## config.mk

```make
export PLATFORM = sky130hd
export DESIGN_NAME = cfg_stream_loader
export DESIGN_NICKNAME = d
export VERILOG_FILES = /design/src/rtl/cfg_stream_pkg.sv /design/src/rtl/cfg_crc16_serial.sv /design/src/rtl/cfg_stream_loader.sv
export SDC_FILE = /design/constraint.sdc
export NUM_CORES = 1
export LEC_CHECK = 0
export ABC_AREA = 1
export BUFFER_PORTS_ARGS = -buffer_cell sky130_fd_sc_hd__buf_2
export CORE_ASPECT_RATIO = 1.4
export CORE_MARGIN = 2
export CORE_UTILIZATION = 51
export CTS_CLUSTER_SIZE = 28
export DETAILED_ROUTE_END_ITERATION = 6
export GPL_TIMING_DRIVEN = 0
export HOLD_SLACK_MARGIN = 0.15
export PLACE_DENSITY = 0.73
export SETUP_SLACK_MARGIN = 0.5
export SYNTH_ARGS = -nofsm -noshare
export SYNTH_HDL_FRONTEND = slang
export SYNTH_SLANG_ARGS = --single-unit
```

## constraint.sdc

```tcl
create_clock -name clk -period 3 [get_ports clk]
set_input_delay 0.75 -clock clk [delete_from_list [all_inputs] [get_ports clk]]
set_output_delay 0.75 -clock clk [all_outputs]
set_load 0.01 [all_outputs]
```

## src/rtl/cfg_stream_pkg.sv

```systemverilog
// Shared FSM state type, CRC constants and bus-slicing helpers for cfg_stream_loader.
// Defining CFG_STREAM_CRC_EN adds the CHECK state used for the CRC trailer word.
package cfg_stream_pkg;

  typedef enum logic [2:0] {
    S_IDLE,
    S_NEXT_CH,
    S_FETCH,
    S_SHIFT,
    S_GAP,
`ifdef CFG_STREAM_CRC_EN
    S_CHECK,
`endif
    S_DONE
  } state_e;

  localparam logic [15:0] CRC_POLY = 16'h1021;
  localparam logic [15:0] CRC_INIT = 16'hFFFF;

  // Channel c's field starts c*width bits into the packed per-channel bus.
  function automatic int unsigned frame_len_base(input int unsigned ch, input int unsigned len_w);
    return ch * len_w;
  endfunction

  function automatic int unsigned elem_cnt_base(input int unsigned ch, input int unsigned cnt_w);
    return ch * cnt_w;
  endfunction

endpackage

```

## src/rtl/cfg_crc16_serial.sv

```systemverilog
// Bit-serial CRC-16-CCITT (poly 0x1021, init 0xFFFF), one bit per enabled cycle.
// Only instantiated when CFG_STREAM_CRC_EN is defined.
module cfg_crc16_serial
  import cfg_stream_pkg::*;
(
  input  logic        clk,
  input  logic        reset,
  input  logic        clr,
  input  logic        en,
  input  logic        bit_in,
  output logic [15:0] crc
);

  logic feedback;

  assign feedback = crc[15] ^ bit_in;

  // NOTE: state registers use non-blocking assignments so every flop samples pre-edge values.
  always_ff @(posedge clk or posedge reset) begin
    if (reset) begin
      crc <= CRC_INIT;
    end else if (clr) begin
      crc <= CRC_INIT;
    end else if (en) begin
      crc <= {crc[14:0], 1'b0} ^ (feedback ? CRC_POLY : 16'h0000);
    end
  end

endmodule

```

## src/rtl/cfg_stream_loader.sv

```systemverilog
// Streams host words LSB-first onto N_CH configuration chains with per-channel framing.
// Build option CFG_STREAM_CRC_EN appends a CRC-16 trailer check after the last channel.
module cfg_stream_loader
  import cfg_stream_pkg::*;
#(
  parameter int N_CH  = 3,
  parameter int DW    = 32,
  parameter int LEN_W = 12,
  parameter int CNT_W = 4
) (
  input  logic                  clk,
  input  logic                  reset,
  input  logic                  start,
  input  logic [N_CH*LEN_W-1:0] frame_len_i,
  input  logic [N_CH*CNT_W-1:0] elem_cnt_i,
  input  logic [DW-1:0]         s_data,
  input  logic                  s_valid,
  output logic                  s_ready,
  output logic [N_CH-1:0]       cfg_bit_o,
  output logic [N_CH-1:0]       cfg_en_o,
  output logic                  busy,
  output logic                  done,
  output logic                  crc_err
);

  localparam int IDX_W    = $clog2(DW) + 1;
  localparam int CH_W     = $clog2(N_CH + 1);
  localparam int CH_SLOTS = 2 ** CH_W;

  state_e           state_q, state_d;
  logic [CH_W-1:0]  ch_q, ch_d;
  logic [DW-1:0]    word_q, word_d;
  logic [IDX_W-1:0] bit_idx_q, bit_idx_d;
  logic [LEN_W-1:0] bit_cnt_q, bit_cnt_d;
  logic [LEN_W-1:0] frame_len_q, frame_len_d;
  logic [CNT_W-1:0] elem_left_q, elem_left_d;
  logic             cur_bit;
  logic [N_CH-1:0]  lane_onehot;

  // Tables padded to a power of two so the end-of-channels index reads a zero entry.
  logic [LEN_W-1:0] len_tab [CH_SLOTS];
  logic [CNT_W-1:0] cnt_tab [CH_SLOTS];

  for (genvar c = 0; c < CH_SLOTS; c++) begin : g_tab
    if (c < N_CH) begin : g_used
      assign len_tab[c] = frame_len_i[frame_len_base(c, LEN_W) +: LEN_W];
      assign cnt_tab[c] = elem_cnt_i[elem_cnt_base(c, CNT_W) +: CNT_W];
    end else begin : g_pad
      assign len_tab[c] = '0;
      assign cnt_tab[c] = '0;
    end
  end

  assign cur_bit     = word_q[bit_idx_q[IDX_W-2:0]];
  assign lane_onehot = N_CH'(1) << ch_q;

`ifdef CFG_STREAM_CRC_EN
  logic        crc_clr;
  logic        crc_err_q, crc_err_d;
  logic [15:0] crc_val;

  cfg_crc16_serial u_crc (
    .clk    (clk),
    .reset  (reset),
    .clr    (crc_clr),
    .en     (|cfg_en_o),
    .bit_in (|cfg_bit_o),
    .crc    (crc_val)
  );

  assign crc_err = crc_err_q;
`else
  assign crc_err = 1'b0;
`endif

  // NOTE: every always_comb output gets a default first, so no path can infer a latch.
  always_comb begin
    state_d     = state_q;
    ch_d        = ch_q;
    word_d      = word_q;
    bit_idx_d   = bit_idx_q;
    bit_cnt_d   = bit_cnt_q;
    frame_len_d = frame_len_q;
    elem_left_d = elem_left_q;
    s_ready     = 1'b0;
    cfg_en_o    = '0;
    cfg_bit_o   = '0;
`ifdef CFG_STREAM_CRC_EN
    crc_clr     = 1'b0;
    crc_err_d   = crc_err_q;
`endif

    case (state_q)
      S_IDLE, S_DONE: begin
        if (start) begin
          state_d = S_NEXT_CH;
          ch_d    = '0;
`ifdef CFG_STREAM_CRC_EN
          crc_clr   = 1'b1;
          crc_err_d = 1'b0;
`endif
        end
      end

      S_NEXT_CH: begin
        if (ch_q == CH_W'(N_CH)) begin
`ifdef CFG_STREAM_CRC_EN
          state_d = S_CHECK;
`else
          state_d = S_DONE;
`endif
        end else if (len_tab[ch_q] == '0 || cnt_tab[ch_q] == '0) begin
          ch_d = ch_q + CH_W'(1);
        end else begin
          frame_len_d = len_tab[ch_q];
          elem_left_d = cnt_tab[ch_q];
          bit_cnt_d   = '0;
          state_d     = S_FETCH;
        end
      end

      S_FETCH: begin
        s_ready = 1'b1;
        if (s_valid) begin
          word_d    = s_data;
          bit_idx_d = '0;
          state_d   = S_SHIFT;
        end
      end

      S_SHIFT: begin
        cfg_en_o  = lane_onehot;
        cfg_bit_o = cur_bit ? lane_onehot : '0;
        bit_idx_d = bit_idx_q + IDX_W'(1);
        if (bit_cnt_q == frame_len_q - LEN_W'(1)) begin
          bit_cnt_d = '0;
          state_d   = S_GAP;
        end else begin
          bit_cnt_d = bit_cnt_q + LEN_W'(1);
          if (bit_idx_q == IDX_W'(DW - 1)) state_d = S_FETCH;
        end
      end

      S_GAP: begin
        elem_left_d = elem_left_q - CNT_W'(1);
        if (elem_left_q > CNT_W'(1)) begin
          // Elements continue mid-word; only an exhausted word forces a fetch.
          state_d = (bit_idx_q == IDX_W'(DW)) ? S_FETCH : S_SHIFT;
        end else begin
          ch_d    = ch_q + CH_W'(1);
          state_d = S_NEXT_CH;
        end
      end

`ifdef CFG_STREAM_CRC_EN
      S_CHECK: begin
        s_ready = 1'b1;
        if (s_valid) begin
          if (s_data[15:0] != crc_val) crc_err_d = 1'b1;
          state_d = S_DONE;
        end
      end
`endif

      default: state_d = S_IDLE;
    endcase
  end

  always_ff @(posedge clk or posedge reset) begin
    if (reset) begin
      state_q     <= S_IDLE;
      ch_q        <= '0;
      word_q      <= '0;
      bit_idx_q   <= '0;
      bit_cnt_q   <= '0;
      frame_len_q <= '0;
      elem_left_q <= '0;
    end else begin
      state_q     <= state_d;
      ch_q        <= ch_d;
      word_q      <= word_d;
      bit_idx_q   <= bit_idx_d;
      bit_cnt_q   <= bit_cnt_d;
      frame_len_q <= frame_len_d;
      elem_left_q <= elem_left_d;
    end
  end

`ifdef CFG_STREAM_CRC_EN
  always_ff @(posedge clk or posedge reset) begin
    if (reset) crc_err_q <= 1'b0;
    else       crc_err_q <= crc_err_d;
  end
`endif

  assign busy = (state_q != S_IDLE) && (state_q != S_DONE);
  assign done = (state_q == S_DONE);

endmodule

```

==> results.json, run 1 <==
{
  "maxCapViolations": 0,
  "wl_per_cell_um": 12.8,
  "powerDensity_nw_per_um2": 951,
  "seq_area_um2": 1780,
  "antenna_found_initial": 0,
  "critPathKind": "reg2out",
  "postSynthRegisterBits": 71,
  "setup_tns_ps": 0,
  "rows": 41,
  "dr.first_iter.drc_count": 231,
  "worstPathMaxFanout": 6,
  "worst_path_max_delay_cell": "dfrtp_1",
  "clk_latency_ps": 330,
  "start_kind": "flop",
  "fmax_mhz": 382,
  "die_area_um2": 9790,
  "fin_crit_sh_pct": 87.2,
  "crit_buf_inv": 3,
  "report.final.slew_viol_count": 0,
  "setup_viol": 0,
  "clock-sinks": 71,
  "wl_um": 11500,
  "dr_total_vias": 4668,
  "h-tree-depth": 3,
  "globalplace.congestion": 0.889,
  "syn_area_um2": 4590,
  "drtAntennaViolNets": 0,
  "cpLargestDelayFamily": "simple AND/OR/NAND/NOR gates",
  "globalRouteOverflowTotal": 0,
  "synth.avg_cell_area_um2": 6.82,
  "port-buffer-count": 92,
  "cts_tree": "built",
  "fillers": 813,
  "firstDrtPassIters": 5,
  "multi_input_area_um2": 2450,
  "max_stage_delay_ps": 420,
  "irDropWorstVdd_v": 0.000548,
  "hold_path_class": "in2async",
  "grt_usage_pct": 24.6,
  "grt_pass1_wl_um": 19500,
  "drc_errors": 0,
  "clk_path_buf_depth": 2,
  "die_w_um": 84.2,
  "worstPathArrival_ps": 1870,
  "netlist-cell-type-count": 34,
  "avgViaCountPerCell": 5.20,
  "dp.cells": 874,
  "final_hold_viol_count": 0,
  "finalNonFillerCells": 897,
  "cp-end-kind": "primary output",
  "status": "complete, no violations",
  "start_util_pct": 51.7,
  "cts_buffers": 9,
  "final_cell_mix": "nand2_1, buf_2, nor2_1",
  "syn_nets": 767,
  "die_y_um": 116,
  "ys_seq_area_share_pct": 38.7,
  "fin_nets": 879,
  "post_synth_inst_count": 673,
  "ios": 94,
  "p_leak_nw": 2.98,
  "postCtsHoldBufs": 0,
  "cpMostUsedCell": "o211ai_1",
  "finClkSkew_ps": 7.60,
  "hold_ws_ps": 303,
  "worstPathRequired_ps": 2250,
  "dp_hpwl_um": 8860,
  "grt_pass1_vias": 4465,
  "area_growth_pct": 23.4,
  "crit_chain": "buf_8, buf_4, nor2_2, nor2_1, o21ai_1, o211ai_1, o211ai_1, nand3_1, nand2_2, nor3_2, buf_2",
  "final_common_cell": "nand2_1",
  "grt_max_degree": 42,
  "drive_gt1_share_pct": 21.8,
  "root_buffer": "clkbuf_16",
  "yosysWarnings": 0,
  "period_needed_ps": 2620,
  "rsz0062_at_grt": "yes",
  "coreArea_um2": 8870,
  "clkTransAtPathRegs_ps": 60,
  "n_antenna_cell": 0
}
-- final cells by class --
type | instances | area share (%)
buffer | 22 | 2.96
inverter | 70 | 4.71
tap | 107 | 2.36
clock buffer | 11 | 4.46
clock inverter | 5 | 0.994
multi-input combinational | 510 | 43.3
timing repair buffer | 101 | 9.83
sequential | 71 | 31.4
-- cells in the mapped netlist (all sizes together) --
| library cell | instances | share of area, % |
|---|---|---|
| nand2 | 238 | 20 |
| nand4 | 8 | 1.1 |
| conb | 1 | 0.082 |
| ha | 10 | 2.7 |
| nand3 | 27 | 3.2 |
| clkbuf | 11 | 0.90 |
| o22ai | 5 | 0.68 |
| nor2 | 90 | 7.5 |
| a22oi | 5 | 0.82 |
| nor3 | 9 | 0.98 |
| nor4 | 2 | 0.27 |
| dfrtp | 71 | 39 |
| buf | 11 | 1.9 |
| o221ai | 3 | 0.57 |
| nor3b | 1 | 0.16 |
| o21ai | 80 | 9.8 |
| a21oi | 7 | 0.76 |
| o32ai | 1 | 0.19 |
| inv | 70 | 5.7 |
| xnor2 | 5 | 0.95 |
| nand3b | 4 | 0.65 |
| xor2 | 8 | 1.5 |
| o211ai | 5 | 0.82 |
| or2 | 1 | 0.14 |
-- layer usage --
layer	share of wire [%]	track usage, %	vias up
met5	0	0	-
met4	2.3	10.1	0
met3	3.5	4.17	24
met2	53	46.1	108
met1	41	27.7	2172
li1	-	-	2364
-- what timing repair did --
| item | CTS | global route |
|---|---|---|
| gates cloned | 0 | 0 |
| pin swaps | 5 | 4 |
| setup endpoints to repair | 3 | 7 |
| buffers inserted | 7 | 0 |
| gates resized for setup | 22 | 12 |
| endpoints found under the hold margin | 0 | 0 |
-- through the flow --
| stage | setup WS (ps) | power [mW] | util (%) | instance area, µm² |
|---|---|---|---|---|
| floorplan | 716 | 3.48 | - | 4590 |
| global placement | 335 | 4.04 | 58.5 | 5190 |
| detailed placement | 333 | 4.14 | 58.9 | 5230 |
| CTS | 365 | 5.38 | 63.5 | 5640 |
| global route | 254 | 5.87 | 63.8 | 5660 |
| finish | 384 | 5.38 | 63.8 | 5660 |
-- path summary, 6_finish.rpt --
kind                                             from  slack, ps  cells past startpoint                    endpoint
max                          bit_idx_q[0]$_DFFE_PP0P_        380                     11                cfg_bit_o[2]
max reg2reg                frame_len_q[0]$_DFFE_PP0P_        800                     13    bit_cnt_q[2]$_DFFE_PP0P_
min in group clk               word_q[21]$_DFFE_PP0P_        470                      2      word_q[21]$_DFFE_PP0P_
max in group asynchronous                       reset       2060                      4    bit_idx_q[1]$_DFFE_PP0P_
min                                             reset        300                      2  elem_left_q[0]$_DFFE_PP0P_
min reg2reg                    word_q[21]$_DFFE_PP0P_        470                      2      word_q[21]$_DFFE_PP0P_
-- sequential cells by signal, summed over array words and instances, names as in the netlist --
| signal | flops |
|---|---|
| word_q | 32 |
| bit_cnt_q | 12 |
| frame_len_q | 12 |
| bit_idx_q | 6 |
| elem_left_q | 4 |
| state_q | 3 |
| ch_q | 2 |
-- cell families after synthesis --
logic type	Yosys count	share of synthesized area, %
other	1	0.0817
buffers and inverters	92	8.50
xor gates and xnor gates	13	2.48
adders and majority gates	10	2.73
and+or+nand+nor	380	33.9
DFF	71	38.7
AOI/OAI and AO/OA	106	13.6
-- report_power, final --
part	switching (mW)	internal (mW)	total, mW
registers	0.284	1.34	1.62
clock network	0.398	0.687	1.08
logic	1.66	1.02	2.68
Note: power is estimated with default switching activity, not from simulation.
==> run 2: changes to the inputs <==
--- a/config.mk
+++ b/config.mk
@@ -9,12 +9,12 @@
 export BUFFER_PORTS_ARGS = -buffer_cell sky130_fd_sc_hd__buf_2
 export CORE_ASPECT_RATIO = 1.4
 export CORE_MARGIN = 2
-export CORE_UTILIZATION = 51
+export CORE_UTILIZATION = 56
 export CTS_CLUSTER_SIZE = 28
 export DETAILED_ROUTE_END_ITERATION = 6
 export GPL_TIMING_DRIVEN = 0
 export HOLD_SLACK_MARGIN = 0.15
-export PLACE_DENSITY = 0.73
+export PLACE_DENSITY = 0.79
 export SETUP_SLACK_MARGIN = 0.5
 export SYNTH_ARGS = -nofsm -noshare
 export SYNTH_HDL_FRONTEND = slang
==> run 2 against run 1 <==
  * Setup slack got worse by 14 ps
  * First-iteration DRC count shrank 10%
  * Via count is 0.11% lower
  * Non-clock buffer count down 1
  * Design area is 0.27% lower
  * Final cell count is 0.67% lower
  * Clock power barely moved
  * Combinational power hardly changed
  * Critical path depth fell by 2
  * Worst hold slack better by 170 ps
  * Wire length hardly changed
  * Flip-flop and latch count stayed put
  * Largest cell class unchanged
==> results.json, run 2 (synthesis results as in run 1) <==
{
  "status": "complete, no violations",
  "power_mw": 5.41,
  "multi_input_area_um2": 2450,
  "dr_total_vias": 4663,
  "postCtsHoldBufs": 0,
  "maxCapViolations": 0,
  "area_growth_pct": 23.0,
  "globalRouteOverflowTotal": 0,
  "antenna_found_initial": 0,
  "die_y_um": 111,
  "final_cell_mix": "nand2_1, buf_2, nor2_1",
  "drc_errors": 0,
  "hold_ws_ps": 469,
  "die_area_um2": 8950,
  "wl_per_cell_um": 12.9,
  "setup_tns_ps": 0,
  "clk_latency_ps": 330,
  "clock-sinks": 71,
  "start_util_pct": 57.0,
  "drive_gt1_share_pct": 21.8,
  "fin_crit_sh_pct": 87.7,
  "grt_pass1_wl_um": 19500,
  "hold_depth": 2,
  "reg2reg_depth": 13,
  "worstPathMaxFanout": 5,
  "fin_nets": 878,
  "report.final.slew_viol_count": 0,
  "grt_usage_pct": 27.4,
  "critPathKind": "reg2out",
  "powerDensity_nw_per_um2": 959,
  "rows": 39,
  "wl_um": 11500,
  "avgViaCountPerCell": 5.23,
  "dr.first_iter.drc_count": 207,
  "hold_path_class": "reg2reg",
  "rsz0062_at_grt": "yes",
  "fmax_mhz": 380,
  "port-buffer-count": 92,
  "grt_max_degree": 44,
  "root_buffer": "clkbuf_16",
  "grt_pass1_vias": 4538,
  "largest_reg_flops": 32,
  "n_antenna_cell": 0,
  "cp-end-kind": "primary output",
  "setup_viol": 0,
  "globalplace.congestion": 0.900,
  "h-tree-depth": 3,
  "period_needed_ps": 2630,
  "fillers": 669,
  "start_kind": "flop",
  "clk_path_buf_depth": 2,
  "seq_area_um2": 1780,
  "irDropWorstVdd_v": 0.000635,
  "worstPathArrival_ps": 1880,
  "finClkSkew_ps": 6.33,
  "ios": 94,
  "dp_hpwl_um": 8640,
  "clkTransAtPathRegs_ps": 60,
  "maxSlewHeadroom_pct": 56.7,
  "drtAntennaViolNets": 0,
  "final_common_cell": "nand2_1",
  "worstPathRequired_ps": 2250,
  "top_register": "word_q",
  "p_leak_nw": 2.97,
  "cts_tree": "built",
  "firstDrtPassIters": 5,
  "cts_buffers": 9,
  "final_hold_viol_count": 0,
  "die_w_um": 80.5,
  "coreArea_um2": 8050,
  "utilization_pct": 70.1,
  "worstMarginPinSlew_ps": 648,
  "reg_top3": "word_q (32), bit_cnt_q (12), frame_len_q (12)"
}
## run 2: cell count changes in the layout (fill, tap and decap cells not counted)
cell	change
buf_6	-1
buf_8	+1
clkbuf_8	-1
nor2_1	-2
nor2_2	+2
o21ai_0	+1
o21ai_2	-1
## run 2: cell type report
type | instances | share of cell area (%)
Clock buffer | 11 | 4.47
Inverter | 70 | 4.72
Sequential cell | 71 | 31.5
Timing Repair Buffer | 100 | 9.66
Buffer | 22 | 2.99
Clock inverter | 5 | 0.997
Tap cell | 102 | 2.26
Multi-Input combinational cell | 510 | 43.4
## run 2: layer usage
metal | global-route usage, % | share of wire (%) | routed length [µm] | vias up
met4 | 11.3 | 2.2 | 252 | 0
met2 | 48.6 | 54 | 6260 | 123
met3 | 4.80 | 3.7 | 428 | 26
li1 | - | - | - | 2372
met5 | 0 | 0 | 0 | -
met1 | 31.7 | 40 | 4550 | 2142
## run 2: final timing paths
check | from | endpoint | slack, ps
min in group asynchronous | reset | elem_left_q[2]$_DFFE_PP0P_ | 500
max in group asynchronous | reset | bit_idx_q[1]$_DFFE_PP0P_ | 1880
max reg2reg | frame_len_q[0]$_DFFE_PP0P_ | bit_cnt_q[3]$_DFFE_PP0P_ | 780
min reg2reg | word_q[30]$_DFFE_PP0P_ | word_q[30]$_DFFE_PP0P_ | 470
max | bit_idx_q[0]$_DFFE_PP0P_ | cfg_bit_o[0] | 370
min | word_q[30]$_DFFE_PP0P_ | word_q[30]$_DFFE_PP0P_ | 470
## run 2: worst max-delay path, stage by stage, from the launching register on
cell,delay (ps)
dfrtp_1,430
inv_2,140
buf_4,160
nor2_1,40
o22ai_1,180
o211ai_1,100
nand3_1,130
nand2_2,110
nor3_2,110
buf_2,150
## run 2: repair_timing
| action | 4_1_cts | 5_1_grt |
|---|---|---|
| endpoints found under the setup margin | 3 | 6 |
| setup buffers | 5 | 1 |
| endpoints found under the hold margin | 0 | 0 |
| pin swaps | 6 | 6 |
| gates cloned | 1 | 0 |
| gates resized for setup | 25 | 8 |
## run 2: metrics by stage
step	setup slack, ps	instances	instance area (µm²)
after floorplan	716	673	4590
after global placement	340	867	5180
after detailed placement	340	868	5200
after CTS	380	890	5630
after global routing	250	891	5650
final	370	891	5650
## run 2: report_power, final
| group | switching, mW | total, mW | internal (mW) |
|---|---|---|---|
| combinational | 1.67 | 2.70 | 1.03 |
| sequential | 0.287 | 1.63 | 1.34 |
| clock | 0.404 | 1.09 | 0.687 |
| total | 2.36 | 5.41 | 3.06 |
==> run 3: changes to the inputs <==
==> constraint.sdc (replaced) <==
create_clock -name clk -period 3 [get_ports clk]
set_input_delay 0.6 -clock clk [delete_from_list [all_inputs] [get_ports clk]]
set_output_delay 0.6 -clock clk [all_outputs]
set_load 0.01 [all_outputs]
==> run 3 against run 2 <==
  * Clock power increased by 10%
  * Final cell count decreased by 0.11%
  * Core utilization increased by 0.58 points
  * Sequential share of layout area decreased by 0.26 points
  * Non-clock buffer count decreased by 1
  * Setup slack improved by 37 ps
  * Sequential power about the same
  * Total power increased by 3.9%
  * Critical path type unchanged
==> results.json, run 3 (synthesis results as in run 1) <==
{
  "worstPathMaxFanout": 9,
  "cpMostUsedCell": "o211ai_1",
  "firstDrtPassIters": 5,
  "postCtsHoldBufs": 0,
  "worstPathArrival_ps": 1990,
  "powerDensity_nw_per_um2": 988,
  "worstPathRequired_ps": 2400,
  "fin_crit_sh_pct": 86.4,
  "cts_buffers": 9,
  "fmax_mhz": 386,
  "grt_usage_pct": 27.5,
  "setup_ws_ps": 407,
  "maxCapViolations": 0,
  "report.final.slew_viol_count": 0,
  "final_cell_mix": "nand2_1, buf_2, nor2_1",
  "grt_pass1_vias": 4597,
  "n_antenna_cell": 0,
  "top_register": "word_q",
  "globalplace.congestion": 0.889,
  "start_kind": "flop",
  "crit_chain": "clkinv_4, clkbuf_16, o21ai_0, o211ai_1, o211ai_1, nand3_1, nand2_2, nor3_2, buf_2",
  "drc_errors": 0,
  "cp-end-kind": "primary output",
  "die_w_um": 80.5,
  "hold_path_class": "in2async",
  "crit_buf_inv": 3,
  "dp_hpwl_um": 8880,
  "reg_top3": "word_q (32), bit_cnt_q (12), frame_len_q (12)",
  "clkTransAtPathRegs_ps": 50,
  "status": "complete, no violations",
  "wl_um": 12200,
  "dr_total_vias": 4807,
  "die_area_um2": 8950,
  "drtAntennaViolNets": 0,
  "start_util_pct": 57.0,
  "irDropWorstVdd_v": 0.000595,
  "h-tree-depth": 3,
  "root_buffer": "clkbuf_16",
  "setup_viol": 0,
  "placed_cell_area_um2": 5180,
  "drive_gt1_share_pct": 21.4,
  "fin_nets": 877,
  "wl_per_cell_um": 13.7,
  "finClkSkew_ps": 6.77,
  "crit_start": "bit_idx_q[0]$_DFFE_PP0P_",
  "final_common_cell": "nand2_1",
  "dr.first_iter.drc_count": 307,
  "utilization_pct": 70.7,
  "period_needed_ps": 2590,
  "port-buffer-count": 92,
  "cpLargestDelayFamily": "buffers and inverters",
  "worst_path_max_delay_cell": "dfrtp_2",
  "clk_path_buf_depth": 2,
  "clock-sinks": 71,
  "r2r-start": "frame_len_q[1]$_DFFE_PP0P_",
  "rows": 39,
  "coreArea_um2": 8050,
  "fin_area_um2": 5690,
  "area_growth_pct": 24.0,
  "avgViaCountPerCell": 5.40,
  "antenna_found_initial": 0,
  "final_hold_viol_count": 0,
  "grt_pass1_wl_um": 19700,
  "largest_reg_flops": 32,
  "globalRouteOverflowTotal": 0,
  "clk_latency_ps": 330,
  "ios": 94,
  "die_y_um": 111,
  "pre_cts_ws_ps": 419,
  "maxSlewHeadroom_pct": 43.0,
  "cts_tree": "built",
  "p_leak_nw": 2.99,
  "grt_max_degree": 72,
  "critPathKind": "reg2out",
  "max_stage_delay_ps": 410,
  "rsz0062_at_grt": "yes",
  "worstMarginPinSlew_ps": 855
}
run 3: changes by cell type in the layout (fill, tap and decap cells not counted), moves of 2 or more:
cell        delta
buf_12         -2
buf_8          +2
clkbuf_1       +2
clkinvlp_4     -2
o21ai_2        +3
o21ai_0        -2
buf_4          -2
clkbuf_16      +2
clkbuf_8       -3
nor2_1         +3
bufinv_16      +2
nor2_2         -3
run 3: through the flow:
stage	power, mW	TNS [ps]	hold WS, ps	instances
CTS	5.44	0	460	886
global placement	4.03	-12410	452	867
floorplan	3.48	0	437	673
global route	6.05	0	466	890
detailed placement	4.14	0	457	867
finish	5.62	0	448	890
run 3: repair_timing:
action / CTS / global route
pin swaps: 2 / 5
gates cloned: 0 / 2
endpoints found under the setup margin: 3 / 3
buffers inserted: 3 / 2
gates resized for setup: 17 / 20
run 3: metal layers:
layer,track usage [%],vias to the layer above,share of wire [%]
li1,-,2361,-
met1,31.0,2238,38
met4,13.0,0,3.7
met2,49.4,163,54
met3,4.23,45,4.3
met5,0,-,0
run 3: path summary, 6_finish.rpt:
check | slack (ps) | endpoint | cells after the start
worst max-delay path | 410 | cfg_bit_o[1] | 9
min in group clk | 460 | word_q[0]$_DFFE_PP0P_ | 3
worst max register to register | 750 | bit_cnt_q[3]$_DFFE_PP0P_ | 13
worst min register to register | 470 | word_q[21]$_DFFE_PP0P_ | 2
worst min-delay path | 450 | word_q[8]$_DFFE_PP0P_ | 2
max in group asynchronous | 1950 | bit_idx_q[1]$_DFFE_PP0P_ | 2
run 3: final cells by class:
| class | count | area, µm² |
|---|---|---|
| well taps | 102 | 128 |
| multi-input cells | 510 | 2450 |
| repair buffers | 99 | 552 |
| fillers | 674 | 2360 |
| inverters | 70 | 270 |
| plain buffers | 22 | 173 |
| clock inverters | 6 | 109 |
| clock buffers | 10 | 229 |
| flip-flops and latches | 71 | 1780 |
run 3: report_power, final:
group	internal, mW	switching, mW
Combinational	1.06	1.72
Clock	0.810	0.389
Sequential	1.34	0.311
Total	3.21	2.42
run 3: worst register-to-register path: cells and delay by family (launching register included):
| kind | cells | cell delay, ps |
|---|---|---|
| flip-flops | 1 | 370 |
| AND/OR/NAND/NOR | 8 | 880 |
| buffers and inverters | 2 | 210 |
| adder cells (fa/ha/maj) | 1 | 210 |
| AO/OA/AOI/OAI | 2 | 460 |
